`src/rtl/bcd_display_scanner_pkg.sv`:
```
// Shared types and 7-segment codes for the BCD display scanner.
// Segment vectors are ordered {g,f,e,d,c,b,a} and stored active-high.
package bcd_pkg;

    typedef logic [3:0] bcd_t;

    localparam logic [6:0] SEG_0    = 7'b0111111;
    localparam logic [6:0] SEG_1    = 7'b0000110;
    localparam logic [6:0] SEG_2    = 7'b1011011;
    localparam logic [6:0] SEG_3    = 7'b1001111;
    localparam logic [6:0] SEG_4    = 7'b1100110;
    localparam logic [6:0] SEG_5    = 7'b1101101;
    localparam logic [6:0] SEG_6    = 7'b1111101;
    localparam logic [6:0] SEG_7    = 7'b0000111;
    localparam logic [6:0] SEG_8    = 7'b1111111;
    localparam logic [6:0] SEG_9    = 7'b1101111;
    localparam logic [6:0] SEG_DASH = 7'b1000000;
    localparam logic [6:0] SEG_OFF  = 7'b0000000;

    // Maps an active-high pattern onto the pin polarity of the display.
    function automatic logic [6:0] seg_polarity(input logic [6:0] seg, input logic active_low);
        logic [6:0] res;
        if (active_low) begin
            res = ~seg;
        end else begin
            res = seg;
        end
        return res;
    endfunction

endpackage

```
`src/rtl/bcd_display_scanner_seg7.sv`:
```
// Combinational BCD to active-high 7-segment decoder; non-decimal codes show a dash.
module bcd_to_seg7
    import bcd_pkg::*;
(
    input  bcd_t       i_bcd,
    output logic [6:0] o_seg
);

    // Digit lookup.
    always_comb begin
        case (i_bcd)
            4'd0:    o_seg = SEG_0;
            4'd1:    o_seg = SEG_1;
            4'd2:    o_seg = SEG_2;
            4'd3:    o_seg = SEG_3;
            4'd4:    o_seg = SEG_4;
            4'd5:    o_seg = SEG_5;
            4'd6:    o_seg = SEG_6;
            4'd7:    o_seg = SEG_7;
            4'd8:    o_seg = SEG_8;
            4'd9:    o_seg = SEG_9;
            default: o_seg = SEG_DASH;
        endcase
    end

endmodule

```
`src/rtl/bcd_display_scanner.sv`:
```
// Time-multiplexes glitch-filtered BCD digits onto one 7-segment bus.
// Digits are latched once per scan frame so a frame never mixes old and new values.
module bcd_display_scanner
    import bcd_pkg::*;
#(
    parameter int NUM_DIGITS = 4,
    parameter int SCAN_DIV   = 4,
    parameter bit ACTIVE_LOW = 1'b1
) (
    input  logic                    clk,
    input  logic                    rst,
    input  logic [4*NUM_DIGITS-1:0] digits_i,
    input  logic                    blank_lz_i,
    output logic [6:0]              seg_o,
    output logic [NUM_DIGITS-1:0]   an_o,
    output logic                    frame_o
);

    localparam int DW    = 4 * NUM_DIGITS;
    localparam int IDX_W = (NUM_DIGITS > 1) ? $clog2(NUM_DIGITS) : 1;
    localparam int PRE_W = $clog2(SCAN_DIV);

    logic [DW-1:0]         r_s1;
    logic [DW-1:0]         r_s2;
    logic [DW-1:0]         r_stable;
    logic [DW-1:0]         r_shadow;
    logic [NUM_DIGITS-1:0] r_lz_mask;
    logic                  r_active;
    logic                  r_frame;
    logic [IDX_W-1:0]      r_idx;
    logic [PRE_W-1:0]      r_pre;

    logic                  w_pre_last;
    logic                  w_idx_last;
    logic                  w_load;
    logic                  w_zero_run;
    logic [NUM_DIGITS-1:0] w_lz_mask;
    bcd_t                  w_digit;
    logic [6:0]            w_dec;
    logic [6:0]            w_seg_hi;
    logic [NUM_DIGITS-1:0] w_an_hi;

    assign w_pre_last = (r_pre == PRE_W'(SCAN_DIV - 1));
    assign w_idx_last = (r_idx == IDX_W'(NUM_DIGITS - 1));
    assign w_load     = !r_active || (w_pre_last && w_idx_last);

    // Blank digit i>0 when it and every more significant digit is zero.
    always_comb begin
        w_lz_mask  = '0;
        w_zero_run = 1'b1;
        for (int i = NUM_DIGITS - 1; i > 0; i--) begin
            w_zero_run   = w_zero_run & (r_stable[4*i +: 4] == 4'd0);
            w_lz_mask[i] = blank_lz_i & w_zero_run;
        end
    end

    // Input glitch filter: a value must be seen on two consecutive samples to pass.
    always_ff @(posedge clk or posedge rst) begin
        if (rst) begin
            r_s1     <= '0;
            r_s2     <= '0;
            r_stable <= '0;
        end else begin
            r_s1 <= digits_i;
            r_s2 <= r_s1;
            if (r_s1 == r_s2) begin
                r_stable <= r_s2;
            end
        end
    end

    // Scan counters and once-per-frame shadow load.
    always_ff @(posedge clk or posedge rst) begin
        if (rst) begin
            r_shadow  <= '0;
            r_lz_mask <= '0;
            r_active  <= 1'b0;
            r_frame   <= 1'b0;
            r_idx     <= '0;
            r_pre     <= '0;
        end else begin
            if (w_load) begin
                r_shadow  <= r_stable;
                r_lz_mask <= w_lz_mask;
                r_active  <= 1'b1;
                r_frame   <= 1'b1;
            end else begin
                r_frame   <= 1'b0;
            end
            if (r_active) begin
                if (w_pre_last) begin
                    r_pre <= '0;
                    r_idx <= w_idx_last ? '0 : r_idx + IDX_W'(1);
                end else begin
                    r_pre <= r_pre + PRE_W'(1);
                end
            end
        end
    end

    assign w_digit = r_shadow[{r_idx, 2'b00} +: 4];

    bcd_to_seg7 u_dec (
        .i_bcd (w_digit),
        .o_seg (w_dec)
    );

    // Output mux driven from registers only.
    always_comb begin
        w_an_hi  = '0;
        w_seg_hi = SEG_OFF;
        if (!r_active) begin
            w_an_hi  = '0;
            w_seg_hi = SEG_OFF;
        end else if (r_lz_mask[r_idx]) begin
            w_an_hi  = '0;
            w_seg_hi = SEG_OFF;
        end else begin
            w_an_hi[r_idx] = 1'b1;
            w_seg_hi       = w_dec;
        end
    end

    assign an_o    = ACTIVE_LOW ? ~w_an_hi : w_an_hi;
    assign seg_o   = seg_polarity(w_seg_hi, ACTIVE_LOW);
    assign frame_o = r_frame;

endmodule

```
`config.mk`:
```
export PLATFORM = sky130hd
export DESIGN_NAME = bcd_display_scanner
export DESIGN_NICKNAME = d
export VERILOG_FILES = /design/src/rtl/bcd_display_scanner_pkg.sv /design/src/rtl/bcd_display_scanner_seg7.sv /design/src/rtl/bcd_display_scanner.sv
export SDC_FILE = /design/constraint.sdc
export NUM_CORES = 1
export LEC_CHECK = 0
export ABC_AREA = 0
export CAP_MARGIN = 20
export CORE_MARGIN = 1.5
export CORE_UTILIZATION = 39
export DETAILED_ROUTE_END_ITERATION = 8
export GPL_ROUTABILITY_DRIVEN = 0
export MAX_ROUTING_LAYER = met4
export PLACE_DENSITY = 0.55
export SKIP_LAST_GASP = 1
export SYNTH_ARGS = -nofsm -noshare
export SYNTH_HDL_FRONTEND = slang
export SYNTH_HIERARCHICAL = 1
export SYNTH_SLANG_ARGS = --single-unit
```
`constraint.sdc`:
```
create_clock -name clk -period 7.3 [get_ports clk]
set_input_delay 1.46 -clock clk [delete_from_list [all_inputs] [get_ports clk]]
set_output_delay 1.46 -clock clk [all_outputs]
set_load 0.02 [all_outputs]
```
## Word-level counts from Yosys, hierarchy flattened

Memory sizes are Yosys's and may differ from the RTL's.
Cells that the tools add are included.

- Bits in registers: 73
- ROM bits: 112
- Input port bits: 19
- Memories kept: 1

- Add/sub/neg operators: 2
- Magnitude comparators: 2
- Equal/unequal tests: 3
- Shift-type cells: 1
- Muxes and demuxes: 11
- Bitwise gates (word level): 7
- Reduce and logical (&&, ||, !) cells: 8

Memory list:

| name | words | bits a word | rd ports | clocked after memory_dff | write ports | line | text |
|---|---|---|---|---|---|---|---|
| (no name shown) | 16 | 7 | 1 | 0 | 0 | bcd_display_scanner_seg7.sv:11 | `case (i_bcd)` |

Operators with widths:

| operator | number |
|---|---|
| $eq A16 B16 Y1 | 1 |
| $shiftx A16 B5 Y4 | 1 |
| $mux W7 | 2 |
| $logic_not A4 Y1 | 3 |
| $mux W4 | 2 |
| $not A7 Y7 | 1 |
| $and A1 B1 Y1 | 5 |
| $add A2 B1 Y2 const B | 2 |
| $eq A2 B2 Y1 const B | 2 |
| $mux W2 | 2 |
| $not A4 Y4 | 1 |
| $lt A2 B3 Y1 const B | 1 |
| $mux W1 | 3 |
| $bmux W1 S2 | 1 |
| $demux W1 S2 | 1 |
| $ge A2 B1 Y1 const B | 1 |
| $logic_and A1 B1 Y1 | 2 |
| $reduce_and A2 Y1 | 1 |
| $logic_not A1 Y1 | 1 |
| $logic_or A1 B1 Y1 | 1 |

## Depth between registers and ports, before layout

Gate-level depths: netlist (run 1).

- Word-level depth: 7
- Mapped depth: 7
- Gate-level depth less buffers: 6

## Hierarchy

The synthesis (run 1) kept the hierarchy.

Modules (own cells, without submodules):

| module | times used | cells an instance | area an instance (um^2) | sequential area each (um^2) |
|---|---|---|---|---|
| bcd_display_scanner | 1 | 177 | 2,756.4 | 1,826.8 |
| bcd_to_seg7 | 1 | 29 | 227.7 | 0.0 |

## Worst setup path after synthesis (run 1)

OpenSTA, ideal clock, no wires.

- Path type: reg2out
- Start point: reg r_idx[0]
- End point: out seg_o[0]
- Arrival: 2.042 ns
- Setup slack: 3.798 ns
- Cell stages (with the launch flop): 7
- Buffers on the path: 1
- Path through: dfrtp_1 clkbuf_1 mux4_2 ha_1 mux2_2 o22ai_1 nand2_1

- Word-level cells in the longest chain between the ends: 5
- Elaborated cells on any way between the ends: 7
- Classes of those cells: shift (1); mux (4); bitwise (1); memory (1)

Ends and longest elaborated chain:

| element | line | text |
|---|---|---|
| start: declaration | bcd_display_scanner.sv:30 | `logic [IDX_W-1:0] r_idx;` |
| start signal: assignment | bcd_display_scanner.sv:93 | `r_idx <= w_idx_last ? '0 : r_idx + IDX_W'(1);` |
| $shiftx A16 B5 Y4 | bcd_display_scanner.sv:101 | `assign w_digit = r_shadow[{r_idx, 2'b00} +: 4];` |
| via w_digit[0] | bcd_display_scanner.sv:38 | `bcd_t w_digit;` |
| $mem_v2 Z16 W7 | -- |  |
| via w_dec[0] | bcd_display_scanner.sv:39 | `logic [6:0] w_dec;` |
| $mux W7 | bcd_display_scanner.sv:115 | `end else if (r_lz_mask[r_idx]) begin` |
| $mux W7 | bcd_display_scanner.sv:112 | `if (!r_active) begin` |
| $not A7 Y7 | bcd_display_scanner_pkg.sv:24 | `res = ~seg;` |
| end: declaration | bcd_display_scanner.sv:14 | `output logic [6:0] seg_o,` |

The timed path passes the listed nets, and every way through them passes these cells. The select of a mux whose other input is x is not followed.

## Worst setup path after layout (run 1)

- Start point: reg r_idx[0]
- End point: out seg_o[3]

The elaborated chain is that of the path after synthesis.

==> results.sh, run 1 <==
export IMPL_period_needed_ps=4240
export IMPL_seq_area_frac_synth=0.612
export IMPL_grt_total_usage=0.132
export IMPL_path_max_fanout=11
export IMPL_grt_overflow=0
export IMPL_grt_pass1_wl_um=8020
export IMPL_leakagePower_nw=1.65
export IMPL_post_cts_setup_buffer_count=0
export IMPL_cts_tree="yes"
export IMPL_layout_area_overhead_vs_synth_pct=19.2
export IMPL_synth_top_flop_cell="dfrtp_1"
export IMPL_clk_latency_ps=340
export IMPL_powerDensity_nw_per_um2=247
export IMPL_yosysMostFrequentCell="dfrtp_1"
export IMPL_htreeDepth=3
export IMPL_num_antenna_cells=0
export IMPL_maxSlewViolCount=0
export IMPL_critPathBufInv=1
export IMPL_hold_viol_final=0
export IMPL_drt_pass1_iter_count=2
export IMPL_min_path_type="reg2reg"
export IMPL_end_kind="primary output"
export IMPL_critPathSlowestCell="dfrtp_1"
export IMPL_port_buffer_count=30
export IMPL_grt_antenna_before_repair=0
export IMPL_routed_wl_um=4560
export IMPL_netlist_top_cells_count="dfrtp_1 (73), mux2_2 (36), nand2_1 (16), xnor2_1 (16), ha_1 (11)"
export IMPL_yosys_area_top_type_share=0.612
export IMPL_dr_total_vias=1583
export IMPL_cp_data_required_time_ps=5840
export IMPL_fin_skew_ps=13.1
export IMPL_clk_pin_slew_ps=70
export IMPL_ys_async_sr_fraction=1.00
export IMPL_synth_cell_types=29
export IMPL_avgSynthCellArea_um2=14.5
export IMPL_die_w_um=90.5
export IMPL_cpPeakStageDelay_ps=610
export IMPL_drt_iter0_markers=80
export IMPL_total_power_mw=0.878
export IMPL_ios=31
export IMPL_syn_nets=236
export IMPL_rsz0062_at_grt="false"
export IMPL_worst_slew_pin_slew_ps=984
export IMPL_ys_top_cells_by_area="dfrtp_1 (61%), mux2_2 (14%), xnor2_1 (4.7%)"
export IMPL_finalCritPeriodShare=0.581
export IMPL_ir_worst_vdd_mv=0.125
export IMPL_drive_gt1_frac=0.251
export IMPL_viasPerCell=4.58
export IMPL_synth_cells=206
export IMPL_yosys_register_bits=73
export IMPL_dp_hpwl_um=3170
export IMPL_timing_hold_ws_ps=394
export IMPL_tns_ps=0
export IMPL_stdcell_count=346
export IMPL_fmax_mhz=236
export IMPL_avgRoutedWirePerCell_um=13.2
export IMPL_place_inst=329
export IMPL_relSlewSlack=0.339
export IMPL_cts_made_buffers=9
export IMPL_initial_core_util=0.407
export IMPL_ant_nets=0
export IMPL_drc=0
export IMPL_yosysTopAreaCell="dfrtp_1"
export IMPL_cap_violations=0
export IMPL_fin_area_um2=3560
export IMPL_rows=31
export IMPL_ctsResizeCount=0
export IMPL_status="finished clean"
export IMPL_cts_path_max_buffers=2
export IMPL_grt_max_degree=74
export IMPL_cp_start_kind="flip-flop"
export IMPL_synth_area_um2=2980
export IMPL_synth_edf_count=0
export IMPL_crit_chain="mux4_2 > ha_1 > mux2_2 > o22ai_1 > nand2_1 > clkdlybuf4s50_1"
export IMPL_cts_sinks=73
export IMPL_fp_dieH_um=90.5
export IMPL_layout_setup_ws_ps=3060
export IMPL_die_area_um2=8190
export IMPL_finalSetupViolCount=0
export IMPL_final_util=0.485
export IMPL_preCtsSetupSlack_ps=3380
export IMPL_cp_arrival_ps=2780
export IMPL_layout_nets=272
export IMPL_dpl_cell_area_um2=3370
export IMPL_core_area_um2=7330
export IMPL_root_buffer="clkbuf_8"
export IMPL_yosysWarnings=6
export IMPL_cts_hold_buf=0
export IMPL_grt_pass1_vias=1610
export IMPL_crit_family="multiplexers"
export IMPL_path_class="reg2out"
routing by layer:
metal,vias up,track usage,share of wire
met2,31,0.183,0.45
li1,781,-,-
met3,8,0.0337,0.033
met4,0,0.0714,0.022
met5,-,-,0
met1,763,0.176,0.49
power breakdown:
group | switching [mW] | internal, mW
logic | 0.0695 | 0.0794
registers | 0.0291 | 0.427
clock network | 0.141 | 0.131
total | 0.240 | 0.638
final timing paths:
| path | from | to | cells past startpoint | slack, ps |
|---|---|---|---|---|
| worst max-delay path | r_idx[0] | seg_o[3] | 6 | 3060 |
| worst min register to register | r_s1[11] | r_s2[11] | 0 | 390 |
| worst max register to register | r_s2[9] | r_stable[5] | 4 | 5090 |
| worst min-delay path | r_s1[11] | r_s2[11] | 0 | 390 |
| min in group asynchronous | rst | r_s1[2] | 3 | 1710 |
| max in group asynchronous | rst | r_lz_mask[1] | 3 | 5000 |
worst reg2reg max path, cell delays in order, from the launching register on:
cell and delay, ps:
dfrtp_1 390, xnor2_1 180, nand4_1 190, nor4_4 910, mux2_2 420
state kept, by name, summed over array words and instances (netlist names):
signal     count
r_s1          16
r_s2          16
r_shadow      16
r_stable      16
r_lz_mask      3
r_idx          2
r_pre          2
frame_o        1
r_active       1
logic make-up (layout without fill, tap and decap cells):
| group | after synthesis | in the layout | share of synthesized area |
|---|---|---|---|
| compound gates | 16 | 16 | 0.0373 |
| xor+xnor | 16 | 16 | 0.0470 |
| fa+ha+maj | 11 | 11 | 0.0461 |
| buf+inv | 16 | 57 | 0.0285 |
| flops | 73 | 73 | 0.612 |
| mux | 41 | 41 | 0.169 |
| other cells | 1 | 1 | 0.00126 |
| simple gates | 32 | 32 | 0.0583 |
area by class of cell:
class	count	area, um^2
tap	99	124
multi-input combinational	117	1080
inverter	9	33.8
timing repair buffer	32	323
clock inverter	5	31.3
clock buffer	11	141
sequential	73	1830
fill	647	3770
placed cells by master (no fill, tap or decap), types with 3 or more instances in the layout:
| cell | synthesis | layout |
|---|---|---|
| nand4_1 | 4 | 4 |
| o22ai_1 | 3 | 3 |
| clkdlybuf4s50_1 | 0 | 30 |
| clkinv_2 | 0 | 3 |
| inv_1 | 9 | 8 |
| o21ai_0 | 4 | 4 |
| xnor2_1 | 16 | 16 |
| mux2_2 | 36 | 36 |
| ha_1 | 11 | 11 |
| dfrtp_1 | 73 | 73 |
| nand2_1 | 16 | 16 |
| mux4_2 | 4 | 4 |
| clkbuf_8 | 0 | 10 |
| a21o_1 | 4 | 4 |
(Power assumes the default switching activity.)
==> run 2: changes to the inputs <==
PLACE_DENSITY = 0.58   (was 0.55)
clock period = 3.5 ns   (was 7.3 ns; I/O delays follow)
==> results.sh, run 2 (synthesis results as in run 1) <==
export IMPL_r2r_cells=5
export IMPL_root_buffer="clkbuf_8"
export IMPL_final_common_cell="dfrtp_1"
export IMPL_cts_tree="yes"
export IMPL_dp_hpwl_um=3250
export IMPL_drt_iter0_markers=101
export IMPL_drc=0
export IMPL_final_util=0.497
export IMPL_met2_length_um=2090
export IMPL_grt_pass1_wl_um=8180
export IMPL_end_kind="primary output"
export IMPL_cts_path_max_buffers=2
export IMPL_power_switching_mw=0.500
export IMPL_fp_dieH_um=90.5
export IMPL_period_needed_ps=3340
export IMPL_ios=31
export IMPL_hold_viol_final=0
export IMPL_powerDensity_nw_per_um2=550
export IMPL_leakagePower_nw=1.69
export IMPL_grt_overflow=0
export IMPL_stdcell_count=349
export IMPL_relSlewSlack=0.545
export IMPL_viasPerCell=4.69
export IMPL_pwr_share_clk=0.364
export IMPL_clk_latency_ps=330
export IMPL_fillers=665
export IMPL_seqCellArea_um2=1830
export IMPL_preCtsSetupSlack_ps=324
export IMPL_cts_made_buffers=9
export IMPL_drive_gt1_frac=0.268
export IMPL_min_from="r_s1[4]"
export IMPL_reg2reg_to="r_stable[14]"
export IMPL_grt_antenna_before_repair=0
export IMPL_fmax_mhz=299
export IMPL_finalCritPeriodShare=0.955
export IMPL_drt_met1_wl_um=2260
export IMPL_reg2reg_from="r_s2[9]"
export IMPL_htreeDepth=3
export IMPL_p_sw_frac=0.249
export IMPL_num_antenna_cells=0
export IMPL_cp_data_required_time_ps=2800
export IMPL_tns_ps=0
export IMPL_internal_power_mw=1.51
export IMPL_path_class="reg2out"
export IMPL_cp_arrival_ps=2640
export IMPL_layout_setup_ws_ps=157
export IMPL_hold_path_end="r_s2[4]"
export IMPL_power_frac_seq=0.473
export IMPL_core_area_um2=7330
export IMPL_wl_met3_um=205
export IMPL_final_cell_mix="dfrtp_1 (72), mux2_2 (36), clkdlybuf4s50_1 (30)"
export IMPL_place_inst=330
export IMPL_grt_total_usage=0.132
export IMPL_die_w_um=90.5
export IMPL_rsz0062_at_grt="false"
export IMPL_status="finished clean"
export IMPL_highest_layer="met4"
export IMPL_port_buffer_count=30
export IMPL_clk_pin_slew_ps=70
export IMPL_cts_sinks=73
export IMPL_r2r_setup_slack_ps=1440
export IMPL_maxSlewViolCount=0
export IMPL_fin_skew_ps=6.61
export IMPL_path_max_fanout=8
export IMPL_grt_max_degree=44
export IMPL_hold_depth=0
export IMPL_cap_violations=0
export IMPL_grt_pass1_vias=1637
export IMPL_multi_input_area_um2=1080
export IMPL_worst_slew_pin_slew_ps=683
export IMPL_routed_wl_um=4590
export IMPL_ir_worst_vdd_mv=0.281
export IMPL_cp_start_kind="flip-flop"
export IMPL_p_comb_frac=0.163
export IMPL_finalSetupViolCount=0
export IMPL_min_path_type="reg2reg"
export IMPL_ant_nets=0
export IMPL_drt_pass1_iter_count=4
export IMPL_layout_nets=275
export IMPL_die_area_um2=8190
export IMPL_dr_total_vias=1636
export IMPL_layout_area_overhead_vs_synth_pct=22.1
export IMPL_initial_core_util=0.407
export IMPL_avgRoutedWirePerCell_um=13.2
export IMPL_rows=31
-- run 2: routing by layer --
metal,vias up,GRT usage
li1,790,-
met3,4,0.0446
met1,808,0.176
met5,-,-
met2,34,0.187
met4,0,0.0476
-- run 2: power groups by stage --
stage	clock network (mW)	registers [mW]	logic, mW
3_5_place_dp	0	0.970	0.312
5_1_grt	0.798	0.959	0.363
4_1_cts	0.753	0.955	0.313
3_3_place_gp	0	0.967	0.311
6_report	0.729	0.948	0.328
2_1_floorplan	0	0.933	0.223
-- run 2: critical path, stage by stage, from the launching register on --
cell	delay, ps
dfrtp_2	480
mux4_2	570
ha_1	220
mux2_2	270
o22ai_1	150
nand2_1	70
clkdlybuf4s50_1	560
-- run 2: repair_timing --
item                                    CTS  global route
gates cloned                              0             0
pin swaps                                 0             0
buffers inserted                          0             2
hold buffers                              0             0
endpoints found under the setup margin    4             4
gates resized for setup                   1             0
-- run 2: how the worst max path moves through the flow --
| stage | cells past startpoint | endpoint | slack, ps | start |
|---|---|---|---|---|
| 4_1_cts | 7 | seg_o[3] | 90 | r_idx[0] |
| 6_report | 6 | seg_o[3] | 160 | r_idx[0] |
| 3_5_place_dp | 7 | seg_o[3] | 320 | r_idx[0] |
| 5_1_grt | 6 | seg_o[0] | 8 | r_idx[0] |
| 2_1_floorplan | 6 | seg_o[0] | 760 | r_idx[0] |
| 3_3_place_gp | 6 | seg_o[3] | 380 | r_idx[0] |
-- run 2: per-stage QoR --
step	hold slack, ps	area (um^2)	total power, mW
6_report	392	3640	2.01
2_1_floorplan	373	2980	1.16
5_1_grt	406	3640	2.12
4_1_cts	396	3620	2.02
3_5_place_dp	382	3390	1.28
3_3_place_gp	377	3390	1.28
-- run 2: final cells by class --
| class | count | share of cell area |
|---|---|---|
| Clock inverter | 5 | 0.0213 |
| Timing Repair Buffer | 35 | 0.0972 |
| Sequential cell | 73 | 0.502 |
| Tap cell | 99 | 0.0340 |
| Multi-Input combinational cell | 117 | 0.295 |
| Clock buffer | 11 | 0.0415 |
| Inverter | 9 | 0.00927 |
==> run 3: changes to the inputs <==
PLACE_DENSITY = 0.55   (was 0.58)
clock period = 4 ns   (was 3.5 ns; I/O delays follow)
==> results.sh, run 3 (synthesis results as in run 1) <==
export IMPL_dr_total_vias=1606
export IMPL_avgRoutedWirePerCell_um=13.3
export IMPL_routed_wl_um=4600
export IMPL_initial_core_util=0.407
export IMPL_cts_hold_buf=0
export IMPL_final_cell_mix="dfrtp_1 (73), mux2_2 (36), clkdlybuf4s50_1 (30)"
export IMPL_cp_data_required_time_ps=3200
export IMPL_ios=31
export IMPL_tns_ps=0
export IMPL_cts_made_buffers=9
export IMPL_total_power_mw=1.66
export IMPL_viasPerCell=4.66
export IMPL_grt_pass1_vias=1619
export IMPL_cts_sinks=73
export IMPL_grt_overflow=0
export IMPL_crit_start="r_idx[0]"
export IMPL_clk_pin_slew_ps=70
export IMPL_cp_arrival_ps=2810
export IMPL_finalSetupViolCount=0
export IMPL_grt_total_usage=0.132
export IMPL_layout_area_overhead_vs_synth_pct=20.3
export IMPL_min_from="r_s1[12]"
export IMPL_num_antenna_cells=0
export IMPL_grt_pass1_wl_um=8080
export IMPL_rsz0062_at_grt="false"
export IMPL_powerDensity_nw_per_um2=464
export IMPL_final_common_cell="dfrtp_1"
export IMPL_grt_antenna_before_repair=0
export IMPL_fp_dieH_um=90.5
export IMPL_drive_gt1_frac=0.252
export IMPL_port_buffer_count=30
export IMPL_fmax_mhz=277
export IMPL_die_w_um=90.5
export IMPL_drc=0
export IMPL_drt_pass1_iter_count=3
export IMPL_reg2reg_from="r_s2[9]"
export IMPL_cts_tree="yes"
export IMPL_drt_iter0_markers=46
export IMPL_hold_viol_final=0
export IMPL_ant_nets=0
export IMPL_clk_latency_ps=340
export IMPL_period_needed_ps=3610
export IMPL_htreeDepth=3
export IMPL_cts_path_max_buffers=2
export IMPL_path_class="reg2out"
export IMPL_relSlewSlack=0.332
export IMPL_finalCritPeriodShare=0.904
export IMPL_cap_violations=0
export IMPL_root_buffer="clkbuf_8"
export IMPL_fin_skew_ps=5.67
export IMPL_ctsResizeCount=0
export IMPL_rows=31
export IMPL_leakagePower_nw=1.67
export IMPL_core_area_um2=7330
export IMPL_dp_hpwl_um=3260
export IMPL_ir_worst_vdd_mv=0.171
export IMPL_maxSlewViolCount=0
export IMPL_post_cts_setup_buffer_count=0
export IMPL_die_area_um2=8190
export IMPL_grt_max_degree=43
export IMPL_status="finished clean"
export IMPL_cp_start_kind="flip-flop"
export IMPL_worst_slew_pin_slew_ps=994
export IMPL_layout_nets=272
export IMPL_min_path_type="reg2reg"
export IMPL_path_max_fanout=11
export IMPL_end_kind="primary output"
-- run 3: changes by cell type in the layout (fill, tap and decap cells not counted) --
| cell | delta |
|---|---|
| bufinv_16 | -1 |
| buf_8 | +1 |
| clkbuf_8 | -1 |
| clkinv_4 | +1 |
| buf_4 | -3 |
| dfrtp_1 | +1 |
| dfrtp_2 | -1 |
| buf_6 | -1 |
-- run 3: final timing paths --
path,end,slack (ps),depth (start not counted)
hold reg to reg,r_s2[12],390,0
min in group asynchronous,r_s2[15],880,2
setup / recovery,seg_o[0],390,6
hold / removal,r_s2[12],390,0
setup reg to reg,r_stable[4],1780,4
max in group asynchronous,r_idx[0],2480,3
-- run 3: power breakdown --
| group | internal, mW | total, mW | switching, mW |
|---|---|---|---|
| combinational | 0.146 | 0.271 | 0.125 |
| clock | 0.300 | 0.561 | 0.260 |
| sequential | 0.779 | 0.833 | 0.0541 |
-- run 3: final cells by class --
class,count,area [um^2]
sequential,73,1830
inverter,9,33.8
fill,639,3740
timing repair buffer,32,335
tap,99,124
multi-input combinational,117,1080
clock inverter,5,56.3
clock buffer,10,138
-- run 3: metrics by stage --
step | utilization | worst slack (ps) | instance area [um^2] | std cells | hold WS (ps)
final | 0.490 | 386 | 3590 | 345 | 394
after global routing | 0.490 | 196 | 3590 | 345 | 409
after CTS | 0.488 | 353 | 3570 | 344 | 397
after detailed placement | 0.461 | 732 | 3380 | 329 | 381
after global placement | 0.461 | 775 | 3380 | 329 | 375
after floorplan | - | 1160 | 2980 | 206 | 373
-- run 3: routing by layer --
| metal | vias up | wire (um) | GRT usage | share of wire |
|---|---|---|---|---|
| met1 | 783 | 2250 | 0.175 | 0.49 |
| met3 | 11 | 163 | 0.0345 | 0.035 |
| met4 | 0 | 102 | 0.0675 | 0.022 |
| met5 | - | 0 | - | 0 |
| li1 | 781 | - | - | - |
| met2 | 31 | 2080 | 0.185 | 0.45 |
-- run 3: worst max-delay path: stages (launching register included) --
cell,delay (ps)
dfrtp_1,620
mux4_2,600
ha_1,210
mux2_2,270
o22ai_1,150
nand2_1,70
clkdlybuf4s50_1,560
